==> config.mk <==
export PLATFORM = sky130hd
export DESIGN_NAME = pipe_hazard_ctrl
export DESIGN_NICKNAME = d
export VERILOG_FILES = /design/src/rtl/pipe_hazard_ctrl.sv
export SDC_FILE = /design/constraint.sdc
export NUM_CORES = 1
export LEC_CHECK = 0
export ABC_CLOCK_PERIOD_IN_PS = 3570
export CORE_UTILIZATION = 44
export CTS_BUF_LIST = sky130_fd_sc_hd__clkbuf_8
export DETAILED_ROUTE_END_ITERATION = 6
export HOLD_SLACK_MARGIN = 0.03
export PLACE_DENSITY = 0.87
export SLEW_MARGIN = 20
export SYNTH_ARGS = -nofsm -noshare
export SYNTH_HDL_FRONTEND = slang
export SYNTH_SLANG_ARGS = --single-unit
==> constraint.sdc <==
create_clock -name CLK -period 3.57 [get_ports CLK]
set_clock_uncertainty 0.1 [all_clocks]
set_input_delay 0.714 -clock CLK [delete_from_list [all_inputs] [get_ports CLK]]
set_output_delay 0.714 -clock CLK [all_outputs]
set_load 0.02 [all_outputs]
==> src/rtl/pipe_hazard_ctrl.sv <==
// pipe_hazard_ctrl: stall/flush controller for the RV32I 5-stage pipeline.
// Combines the EX branch redirect, the load-use hazard and the data-memory
// ready handshake into per-stage enables and flushes. A three-state FSM
// (RUN / MEM_WAIT / ERROR) freezes the pipeline while a data access is
// outstanding and traps when the memory never answers.
// Optional build macro: PIPE_HAZARD_PERF_CNT_EN adds stall and flush
// performance counters (Stall_cycles_o, Flush_count_o).
module pipe_hazard_ctrl #(
    parameter int MAX_WAIT   = 16,
    parameter int WAIT_CNT_W = 5
) (
    input  logic        CLK,
    input  logic        RESET,
    input  logic [4:0]  ID_RS1addr_i,
    input  logic [4:0]  ID_RS2addr_i,
    input  logic        ID_UseRS1_i,
    input  logic        ID_UseRS2_i,
    input  logic        EX_MemRead_i,
    input  logic [4:0]  EX_RDaddr_i,
    input  logic        EX_BranchTaken_i,
    input  logic        MEM_MemAccess_i,
    input  logic        DMEM_ready_i,
    output logic        DMEM_req_o,
    output logic        PC_en_o,
    output logic        IF_ID_en_o,
    output logic        IF_ID_flush_o,
    output logic        ID_EX_en_o,
    output logic        ID_EX_flush_o,
    output logic        EX_MEM_en_o,
    output logic        MEM_WB_bubble_o,
`ifdef PIPE_HAZARD_PERF_CNT_EN
    output logic [31:0] Stall_cycles_o,
    output logic [31:0] Flush_count_o,
`endif
    output logic        Error_o
);

    typedef enum logic [1:0] {
        ST_RUN      = 2'd0,
        ST_MEM_WAIT = 2'd1,
        ST_ERROR    = 2'd2
    } state_t;

    localparam logic [WAIT_CNT_W-1:0] WAIT_LIMIT = WAIT_CNT_W'(MAX_WAIT);
    localparam logic [WAIT_CNT_W-1:0] WAIT_ONE   = WAIT_CNT_W'(1);

    state_t                  state_reg;
    state_t                  state_next;
    logic [WAIT_CNT_W-1:0]   wait_cnt_reg;
    logic [WAIT_CNT_W-1:0]   wait_cnt_next;

    logic load_use;
    logic mem_stall;

    // Load-use hazard: a load in EX writes a register the ID instruction reads.
    always_comb begin
        load_use = EX_MemRead_i && (EX_RDaddr_i != 5'd0) &&
                   ((ID_UseRS1_i && (ID_RS1addr_i == EX_RDaddr_i)) ||
                    (ID_UseRS2_i && (ID_RS2addr_i == EX_RDaddr_i)));
    end

    // Next-state logic and all pipeline controls, in priority order:
    // error, memory freeze, branch redirect, load-use, normal flow.
    always_comb begin
        state_next      = state_reg;
        wait_cnt_next   = wait_cnt_reg;
        mem_stall       = 1'b0;
        DMEM_req_o      = 1'b0;
        PC_en_o         = 1'b1;
        IF_ID_en_o      = 1'b1;
        IF_ID_flush_o   = 1'b0;
        ID_EX_en_o      = 1'b1;
        ID_EX_flush_o   = 1'b0;
        EX_MEM_en_o     = 1'b1;
        MEM_WB_bubble_o = 1'b0;
        Error_o         = 1'b0;

        case (state_reg)
            ST_RUN: begin
                DMEM_req_o = MEM_MemAccess_i;
                if (MEM_MemAccess_i && !DMEM_ready_i) begin
                    mem_stall     = 1'b1;
                    state_next    = ST_MEM_WAIT;
                    wait_cnt_next = WAIT_ONE;
                end
            end
            ST_MEM_WAIT: begin
                // Request stays up for the whole access, including the ready cycle.
                DMEM_req_o = 1'b1;
                if (DMEM_ready_i) begin
                    state_next    = ST_RUN;
                    wait_cnt_next = '0;
                end else begin
                    mem_stall = 1'b1;
                    if (wait_cnt_reg == WAIT_LIMIT) begin
                        state_next = ST_ERROR;
                    end else begin
                        wait_cnt_next = wait_cnt_reg + WAIT_ONE;
                    end
                end
            end
            default: begin
                state_next = ST_ERROR;
            end
        endcase

        if (state_reg == ST_ERROR) begin
            // Trapped: everything frozen, no memory traffic, until reset.
            DMEM_req_o      = 1'b0;
            PC_en_o         = 1'b0;
            IF_ID_en_o      = 1'b0;
            ID_EX_en_o      = 1'b0;
            EX_MEM_en_o     = 1'b0;
            MEM_WB_bubble_o = 1'b1;
            Error_o         = 1'b1;
        end else if (mem_stall) begin
            // Frozen stages hold branch/load-use inputs stable, so those are
            // simply re-evaluated once the access completes.
            PC_en_o         = 1'b0;
            IF_ID_en_o      = 1'b0;
            ID_EX_en_o      = 1'b0;
            EX_MEM_en_o     = 1'b0;
            MEM_WB_bubble_o = 1'b1;
        end else if (EX_BranchTaken_i) begin
            // Wrong-path IF and ID instructions are squashed; this also
            // overrides any load-use hazard seen by the wrong-path ID slot.
            IF_ID_flush_o = 1'b1;
            ID_EX_flush_o = 1'b1;
        end else if (load_use) begin
            // Hold PC and IF_ID one cycle and push a bubble into EX.
            PC_en_o       = 1'b0;
            IF_ID_en_o    = 1'b0;
            ID_EX_flush_o = 1'b1;
        end
    end

    // State and wait-counter registers.
    always_ff @(posedge CLK) begin
        if (RESET) begin
            state_reg    <= ST_RUN;
            wait_cnt_reg <= '0;
        end else begin
            state_reg    <= state_next;
            wait_cnt_reg <= wait_cnt_next;
        end
    end

`ifdef PIPE_HAZARD_PERF_CNT_EN
    logic [31:0] stall_cycles_reg;
    logic [31:0] flush_count_reg;

    // Performance counters: PC-stalled cycles outside ERROR, and IF_ID flushes.
    always_ff @(posedge CLK) begin
        if (RESET) begin
            stall_cycles_reg <= '0;
            flush_count_reg  <= '0;
        end else begin
            if (!PC_en_o && (state_reg != ST_ERROR)) begin
                stall_cycles_reg <= stall_cycles_reg + 32'd1;
            end
            if (IF_ID_flush_o) begin
                flush_count_reg <= flush_count_reg + 32'd1;
            end
        end
    end

    assign Stall_cycles_o = stall_cycles_reg;
    assign Flush_count_o  = flush_count_reg;
`endif

endmodule

# Word level (Yosys, flattened, before mapping)
# Cells that the tools add are included.
[word_totals]
wordCells = 52
in_bits = 23
ff_bits = 7
out_inout_bits = 9
[classes]
n_eq_ne = 8
n_reduce_logical = 12
muxes = 29
add_sub_neg = 1
[op_table]
columns = ["operator", "n"]
rows = [
  ["two-way mux 1 bit", 19],
  ["two-way mux 5 bit", 3],
  ["== test 5 bit", 2],
  ["case mux 5 bit (2 select lines)", 1],
  ["two-way mux 2 bit", 3],
  ["inequality test 3 bit (second input constant)", 2],
  ["adder 5 x 1 -> 5 bit (second input constant)", 1],
  ["== test 5 bit (second input constant)", 1],
  ["logical AND 1 bit", 5],
  ["nonzero test 5 bit", 1],
  ["case mux 1 bit (2 select lines)", 2],
  ["case mux 2 bit (2 select lines)", 1],
  ["AND reduction 3 bit", 1],
  ["== test 2 x 1 -> 1 bit (second input constant)", 1],
  ["== test 2 bit (second input constant)", 1],
  ["logical NOT 2 bit", 1],
  ["inequality test 2 bit (second input constant)", 1],
  ["AND reduction 2 bit", 1],
  ["nonzero test 2 bit", 1],
  ["logical NOT 1 bit", 1],
  ["logical OR 1 bit", 1],
]

# Depth between registers and ports, before layout
# Gate-level depths: netlist of the first run.
[logic_depth]
ltp_word = 8
ltp_mapped = 6
ltp_nobuf = 6

# Worst setup path after synthesis of the first run
# No wires, ideal clock.
[synth_path]
path_type = "input port to output port"
start = "input EX_RDaddr_i[1]"
end = "output PC_en_o"
path_buffers = 1
path_stages = 5
slack_ns = 0.717
arrival_time_ns = 2.039
required_time_ns = 2.756
cell_sequence = "or4_4 -> o21ai_2 -> nor2_1 -> a21oi_1 -> buf_4"
[synth_via]
elab_chain_len = 8
elab_cells_between_ends = 12
classes_between = "eq/ne (2); mux (4); reduce/logical (6)"
[synth_rtl]
columns = ["item", "line", "text"]
rows = [
  ["start: declaration", "19", "input logic [4:0] EX_RDaddr_i,"],
  ["== test 5 bit, on equally long branches", "58, 59", ""],
  ["logical AND 1 bit, on equally long branches", "58, 59", ""],
  ["logical OR 1 bit", "58", "((ID_UseRS1_i && (ID_RS1addr_i == EX_RDaddr_i)) ||"],
  ["logical AND 1 bit (*)", "57", "load_use = EX_MemRead_i && (EX_RDaddr_i != 5'd0) &&"],
  ["two-way mux 1 bit (*) (4 in a row)", "-", ""],
  ["end: declaration", "24", "output logic PC_en_o,"],
]
# Mark *: on every way between the ends. The rest lies on a longest branch, timed or not.

# Final worst setup path of the first run
[layout_path]
start = "input EX_RDaddr_i[1]"
end = "output ID_EX_flush_o"
[layout_via]
elab_chain_len = 8
elab_cells_between_ends = 12
classes_between = "eq/ne (2); mux (4); reduce/logical (6)"
[layout_rtl]
columns = ["item", "line", "text"]
rows = [
  ["== test 5 bit, on equally long branches", "58, 59", ""],
  ["logical AND 1 bit, on equally long branches", "58, 59", ""],
  ["logical OR 1 bit", "58", ""],
  ["logical AND 1 bit (*)", "57", ""],
  ["two-way mux 1 bit (*)", "129", "end else if (load_use) begin"],
  ["two-way mux 1 bit (*)", "124", "end else if (EX_BranchTaken_i) begin"],
  ["two-way mux 1 bit (*)", "116", "end else if (mem_stall) begin"],
  ["two-way mux 1 bit (*)", "107", "if (state_reg == ST_ERROR) begin"],
  ["end: declaration", "28", "output logic ID_EX_flush_o,"],
]
# Marked as above.

==> impl_metrics.py, run 1 <==
metrics = {
    "run_status": {
        "status": "completed",
    },
    "cells_and_area": {
        "regArea_um2": 140,
        "largest_reg_flops": 5,
        "layout.cells.non_filler": 127,
        "final_nets": 138,
        "drive_gt1_share_pct": 12.5,
        "antennaDiodeCount": 0,
        "fill_cells": 98,
        "area_delta_synth_final_pct": 57.6,
        "multi_input_area_um2": 424,
        "fin_area_um2": 996,
        "fin_util_pct": 75.6,
    },
    "timing": {
        "setup_tns_ns": 0,
        "grt_setup_unrepaired": "false",
        "setup_ws_ns": 0.142,
        "setup_violations": 0,
        "relSlewSlack_pct": 76.6,
        "maxSlewViolCount": 0,
        "post-route-period-util_pct": 96.0,
        "fmax_ghz": 0.292,
        "worst_pin_slew_ns": 0.351,
        "whs_ns": 0.394,
        "min_period_ns": 3.43,
        "hold_violations": 0,
    },
    "pwr": {
        "p_per_area_nw_per_um2": 275,
        "ir_drop_mv": 0.210,
        "power_mw": 0.274,
        "p_leak_nw": 0.385,
    },
    "clock_network": {
        "cts_setup_buffers": 0,
        "max-clock-path-buffers": 2,
        "clk_latency_ns": 0.22,
        "tritoncts": "done",
        "hold_buffers": 0,
        "path_clk_slew_ns": 0.04,
        "h-tree-depth": 1,
        "cts_buffers": 3,
        "root_buffer": "clkbuf_8",
        "clkSinkCount": 7,
    },
    "place": {
        "dpl.cell_count": 123,
        "dp_slack_ns": 0.0478,
        "place_hpwl_um": 1370,
        "gp_congestion": 0.828,
        "port_buffers": 31,
        "placed_area_um2": 946,
    },
    "grt": {
        "grt_pass1_vias": 624,
        "grt_max_degree": 10,
        "grtUsageTotal_pct": 23.6,
        "grt_pass1_wl_um": 2440,
        "grt_overflow": 0,
        "antenna_found_initial": 0,
    },
    "drt": {
        "drc_errors": 0,
        "viasPerCell": 5.26,
        "firstDrtPassIters": 4,
        "wl_um": 1690,
        "ant_nets": 0,
        "route.detailed.wl_per_inst_um": 13.3,
        "vias": 668,
        "dr.first_iter.drc_count": 13,
    },
    "logic_synthesis": {
        "synth_seq_area_share_pct": 22.2,
        "synth_largest_area_cell": "dfxtp_1",
        "synth_common_cells": "xnor2_1, dfxtp_1, inv_1, nor2_1, nand2_1",
        "avgSynthCellArea_um2": 8.10,
        "netlist.area_leader.share_pct": 22.2,
        "synth.net_count": 103,
        "synth_seq_cells": 7,
        "synth_most_common_cell": "xnor2_1",
        "yosysWarnings": 0,
        "ys_types": 36,
        "ys_top_cells_by_area": "dfxtp_1, xnor2_1, ha_1, buf_4, buf_6",
        "synthArstFlopShare_pct": 0,
        "syn_inst": 78,
        "synth-edff-count": 0,
        "yosys_most_used_dff": "dfxtp_1",
        "synthesis.area_um2": 632,
    },
    "worst_setup_path": {
        "critPathRequiredTime_ns": 2.76,
        "crit_arrival_ns": 2.61,
        "worstSetupEndpointType": "primary output",
        "reg2reg_depth": 6,
        "critPathLaunchType": "input port",
        "regToRegStartpoint": "wait_cnt_reg[0]",
        "r2r_slack_ns": 2.04,
        "worstReg2RegEnd": "wait_cnt_reg[2]",
        "crit_path_max_fanout": 2,
        "critical_path_class": "input port to primary output",
    },
    "die": {
        "dieArea_um2": 1590,
        "start_util_pct": 48.0,
        "core_area_um2": 1320,
        "io_pins": 32,
        "rows": 13,
        "die_w_um": 39.9,
        "die_h_um": 39.9,
    },
    "min_path": {
        "min_to": "wait_cnt_reg[4]",
        "worstHoldStart": "wait_cnt_reg[4]",
        "hp-class": "flop to flop",
        "min_path_cells": 2,
    },
    "run": {
        "maxCapViolations": 0,
    },
}
[metal layers]
layer	up-vias	global-route usage, %	part of all wire (%)
met5	-	0	0
met4	0	13.8	1.0
met3	2	9.09	15
met2	37	45.6	48
met1	289	19.2	36
li1	340	-	-
[cell usage in the layout, fill, tap and decap left out, drive strengths merged]
cell type      netlist  routed
inv                  6       7
o21ai                3       3
a21boi               2       2
dfxtp                7       7
or4                  1       1
a21o                 1       1
a211oi               1       1
nand2b               2       2
dlymetal6s2s         0       2
clkbuf               0       3
nor2b                2       2
buf                  5       4
nand3                1       1
or3                  3       3
and2                 2       2
o31a                 1       1
o22ai                1       1
clkdlybuf4s50        0      29
o211ai               1       1
xor2                 1       1
nand4                3       3
nor3                 2       2
nor4b                1       1
xnor2               10      10
a21oi                4       4
nand4b               1       1
nor2                 7       7
ha                   2       2
nor4                 1       1
o31ai                2       2
nand2                5       5
[kinds of logic after synthesis]
group | after synthesis | share of synthesized area (%)
adders and majority gates | 2 | 3.96
AOI/OAI and AO/OA | 16 | 19.0
xor gates and xnor gates | 11 | 15.2
buffers and inverters | 11 | 10.7
and+or+nand+nor | 31 | 28.9
DFF | 7 | 22.2
[how the worst max path moves through the flow]
stage              startpoint             to  slack [ns]  cells after the start
2_1_floorplan  EX_RDaddr_i[1]        PC_en_o        0.72                      5
3_3_place_gp   EX_RDaddr_i[1]        PC_en_o        0.09                      6
5_1_grt        EX_RDaddr_i[2]  ID_EX_flush_o         0.1                      7
6_report       EX_RDaddr_i[1]  ID_EX_flush_o        0.14                      6
4_1_cts        EX_RDaddr_i[1]     IF_ID_en_o        0.04                      6
3_5_place_dp   EX_RDaddr_i[1]     IF_ID_en_o        0.05                      6
[area by class of cell]
class                           instances  area share (%)
Clock buffer                            3            4.15
Clock inverter                          1           0.377
Inverter                                6            2.26
Multi-Input combinational cell         60            42.6
Sequential cell                         7            14.1
Tap cell                               15            1.88
Timing Repair Buffer                   35            34.7
[worst max-delay path: stages]
cell	delay, ns
clkdlybuf4s50_1	0.43
or4_4	0.55
o21ai_2	0.15
nor2_1	0.06
a21o_1	0.18
clkdlybuf4s50_1	0.53
[repair_timing]
action | CTS | global route
resized for setup | 0 | 2
hold endpoints to repair | 0 | 0
setup endpoints to repair | 0 | 2
[where the power goes]
part | switching [mW] | leakage, nW | internal [mW]
registers | 0.00260 | 0.0568 | 0.0804
clock network | 0.0314 | 0.0269 | 0.0740
logic | 0.0349 | 0.302 | 0.0511
Note: power is estimated with default switching activity, not from simulation.
==> inputs of run 2 (changes only) <==
--- a/config.mk
+++ b/config.mk
@@ -6,12 +6,12 @@
 export NUM_CORES = 1
 export LEC_CHECK = 0
 export ABC_CLOCK_PERIOD_IN_PS = 3570
-export CORE_UTILIZATION = 44
+export CORE_AREA = 2 2 39 41
 export CTS_BUF_LIST = sky130_fd_sc_hd__clkbuf_8
 export DETAILED_ROUTE_END_ITERATION = 6
+export DIE_AREA = 0 0 41 43
+export DONT_BUFFER_PORTS = 1
 export HOLD_SLACK_MARGIN = 0.03
-export PLACE_DENSITY = 0.87
-export SLEW_MARGIN = 20
 export SYNTH_ARGS = -nofsm -noshare
 export SYNTH_HDL_FRONTEND = slang
 export SYNTH_SLANG_ARGS = --single-unit
==> run 2 against run 1 <==
Fmax grew 21%. Clock power grew 4%. Sequential power is essentially flat. Largest cell class unchanged.
==> impl_metrics.py, run 2 (synthesis gave the netlist of run 1 again) <==
metrics = {
    "worst_setup_path": {
        "r2r_slack_ns": 2.05,
        "crit_arrival_ns": 2.03,
        "worst_path_dominant_cell_family": "compound AO/OA/AOI/OAI gates",
        "path_buf_inv": 1,
        "cpPeakStageDelay_ns": 0.47,
        "critPathLaunchType": "flop",
        "worstReg2RegEnd": "wait_cnt_reg[2]",
        "critPathRequiredTime_ns": 2.76,
        "crit_path_top_delay_cell": "dfxtp_1",
        "worstSetupEndpointType": "primary output",
        "reg2reg_depth": 6,
        "critical_path_class": "flop to primary output",
        "regToRegStartpoint": "wait_cnt_reg[0]",
        "crit_chain": "nor2_2 -> o31ai_4 -> inv_1 -> and2_1 -> a21o_1",
        "crit_path_max_fanout": 9,
    },
    "clock_network": {
        "h-tree-depth": 1,
        "path_clk_slew_ns": 0.04,
        "max-clock-path-buffers": 2,
        "tritoncts": "done",
        "hold_buffers": 0,
        "clkSinkCount": 7,
        "cts_buffers": 3,
        "clk_latency_ns": 0.23,
        "root_buffer": "clkbuf_8",
        "cts_setup_buffers": 0,
        "cts.repair.resized": 0,
    },
    "cells_and_area": {
        "final_cell_mix": "xnor2_1, inv_1, dfxtp_1, nor2_1, nand2_1",
        "area_delta_synth_final_pct": 4.36,
        "antennaDiodeCount": 0,
        "final_nets": 104,
        "drive_gt1_share_pct": 14.1,
        "fin_util_pct": 47.6,
        "layout_commonest_cell": "xnor2_1",
        "largest_reg_flops": 5,
    },
    "min_path": {
        "hp-class": "flop to flop",
        "min_to": "wait_cnt_reg[4]",
        "min_path_cells": 2,
        "worstHoldStart": "wait_cnt_reg[4]",
    },
    "place": {
        "dp_slack_ns": 0.781,
        "port_buffers": 0,
        "gp_congestion": 0.861,
        "place_hpwl_um": 974,
    },
    "timing": {
        "setup_tns_ns": 0,
        "post-route-period-util_pct": 79.6,
        "setup_violations": 0,
        "setup_ws_ns": 0.730,
        "worst_pin_slew_ns": 0.398,
        "relSlewSlack_pct": 73.4,
        "maxSlewViolCount": 0,
        "grt_setup_unrepaired": "false",
        "fmax_ghz": 0.352,
        "min_period_ns": 2.84,
        "hold_violations": 0,
        "whs_ns": 0.387,
    },
    "drt": {
        "ant_nets": 0,
        "route.detailed.wl_per_inst_um": 12.5,
        "wl_um": 1180,
        "firstDrtPassIters": 4,
        "dr.first_iter.drc_count": 12,
        "vias": 548,
        "viasPerCell": 5.83,
        "drc_errors": 0,
    },
    "pwr": {
        "p_leak_nw": 0.239,
        "ir_drop_mv": 0.203,
        "p_per_area_nw_per_um2": 353,
        "power_mw": 0.233,
    },
    "die": {
        "start_util_pct": 45.7,
        "die_h_um": 43,
        "core_area_um2": 1380,
        "dieArea_um2": 1760,
        "die_w_um": 41,
        "rows": 14,
        "io_pins": 32,
    },
    "grt": {
        "grt_pass1_wl_um": 1760,
        "grt_pass1_vias": 476,
        "grt_overflow": 0,
        "antenna_found_initial": 0,
        "grtUsageTotal_pct": 15.6,
        "grt_max_degree": 10,
    },
    "run": {
        "maxCapViolations": 0,
    },
    "run_status": {
        "status": "completed",
    },
}
==> run 2: stage by stage <==
| stage | cells | instance area, um^2 |
|---|---|---|
| finish | 94 | 659 |
| floorplan | 78 | 632 |
| detailed placement | 90 | 614 |
| global placement | 90 | 614 |
| global route | 94 | 659 |
| CTS | 94 | 659 |
==> run 2: worst min-delay path: stages (launching register included) <==
cell and delay, ns:
dfxtp_1 0.31, o21ai_0 0.07, a21boi_1 0.06
==> run 2: worst max-delay path by stage <==
| stage | start | end | cells past startpoint |
|---|---|---|---|
| after floorplan | EX_RDaddr_i[1] | PC_en_o | 5 |
| after global placement | MEM_MemAccess_i | ID_EX_flush_o | 5 |
| after detailed placement | MEM_MemAccess_i | ID_EX_flush_o | 5 |
| after CTS | state_reg[0] | ID_EX_flush_o | 5 |
| after global routing | state_reg[0] | ID_EX_flush_o | 5 |
| final | state_reg[0] | ID_EX_flush_o | 5 |
==> run 2: area by class of cell <==
cell class / instances / area, um^2
Fill cell: 147 / 724
Multi-Input combinational cell: 60 / 424
Sequential cell: 7 / 140
Clock buffer: 3 / 41.3
Inverter: 6 / 22.5
Tap cell: 16 / 20.0
Timing Repair Buffer: 1 / 7.51
Clock inverter: 1 / 3.75
==> run 2: report_power, final <==
part | switching [mW] | leakage (nW) | internal [mW]
logic | 0.0219 | 0.155 | 0.0191
clock network | 0.0347 | 0.0269 | 0.0743
registers | 0.00253 | 0.0568 | 0.0804
==> run 2: metal layers <==
metal	GRT usage (%)	vias up	share of wire, %
li1	-	269	-
met1	17.9	246	42
met2	21.9	29	44
met3	6.28	4	12
met4	12.0	0	2.6
met5	0	-	0
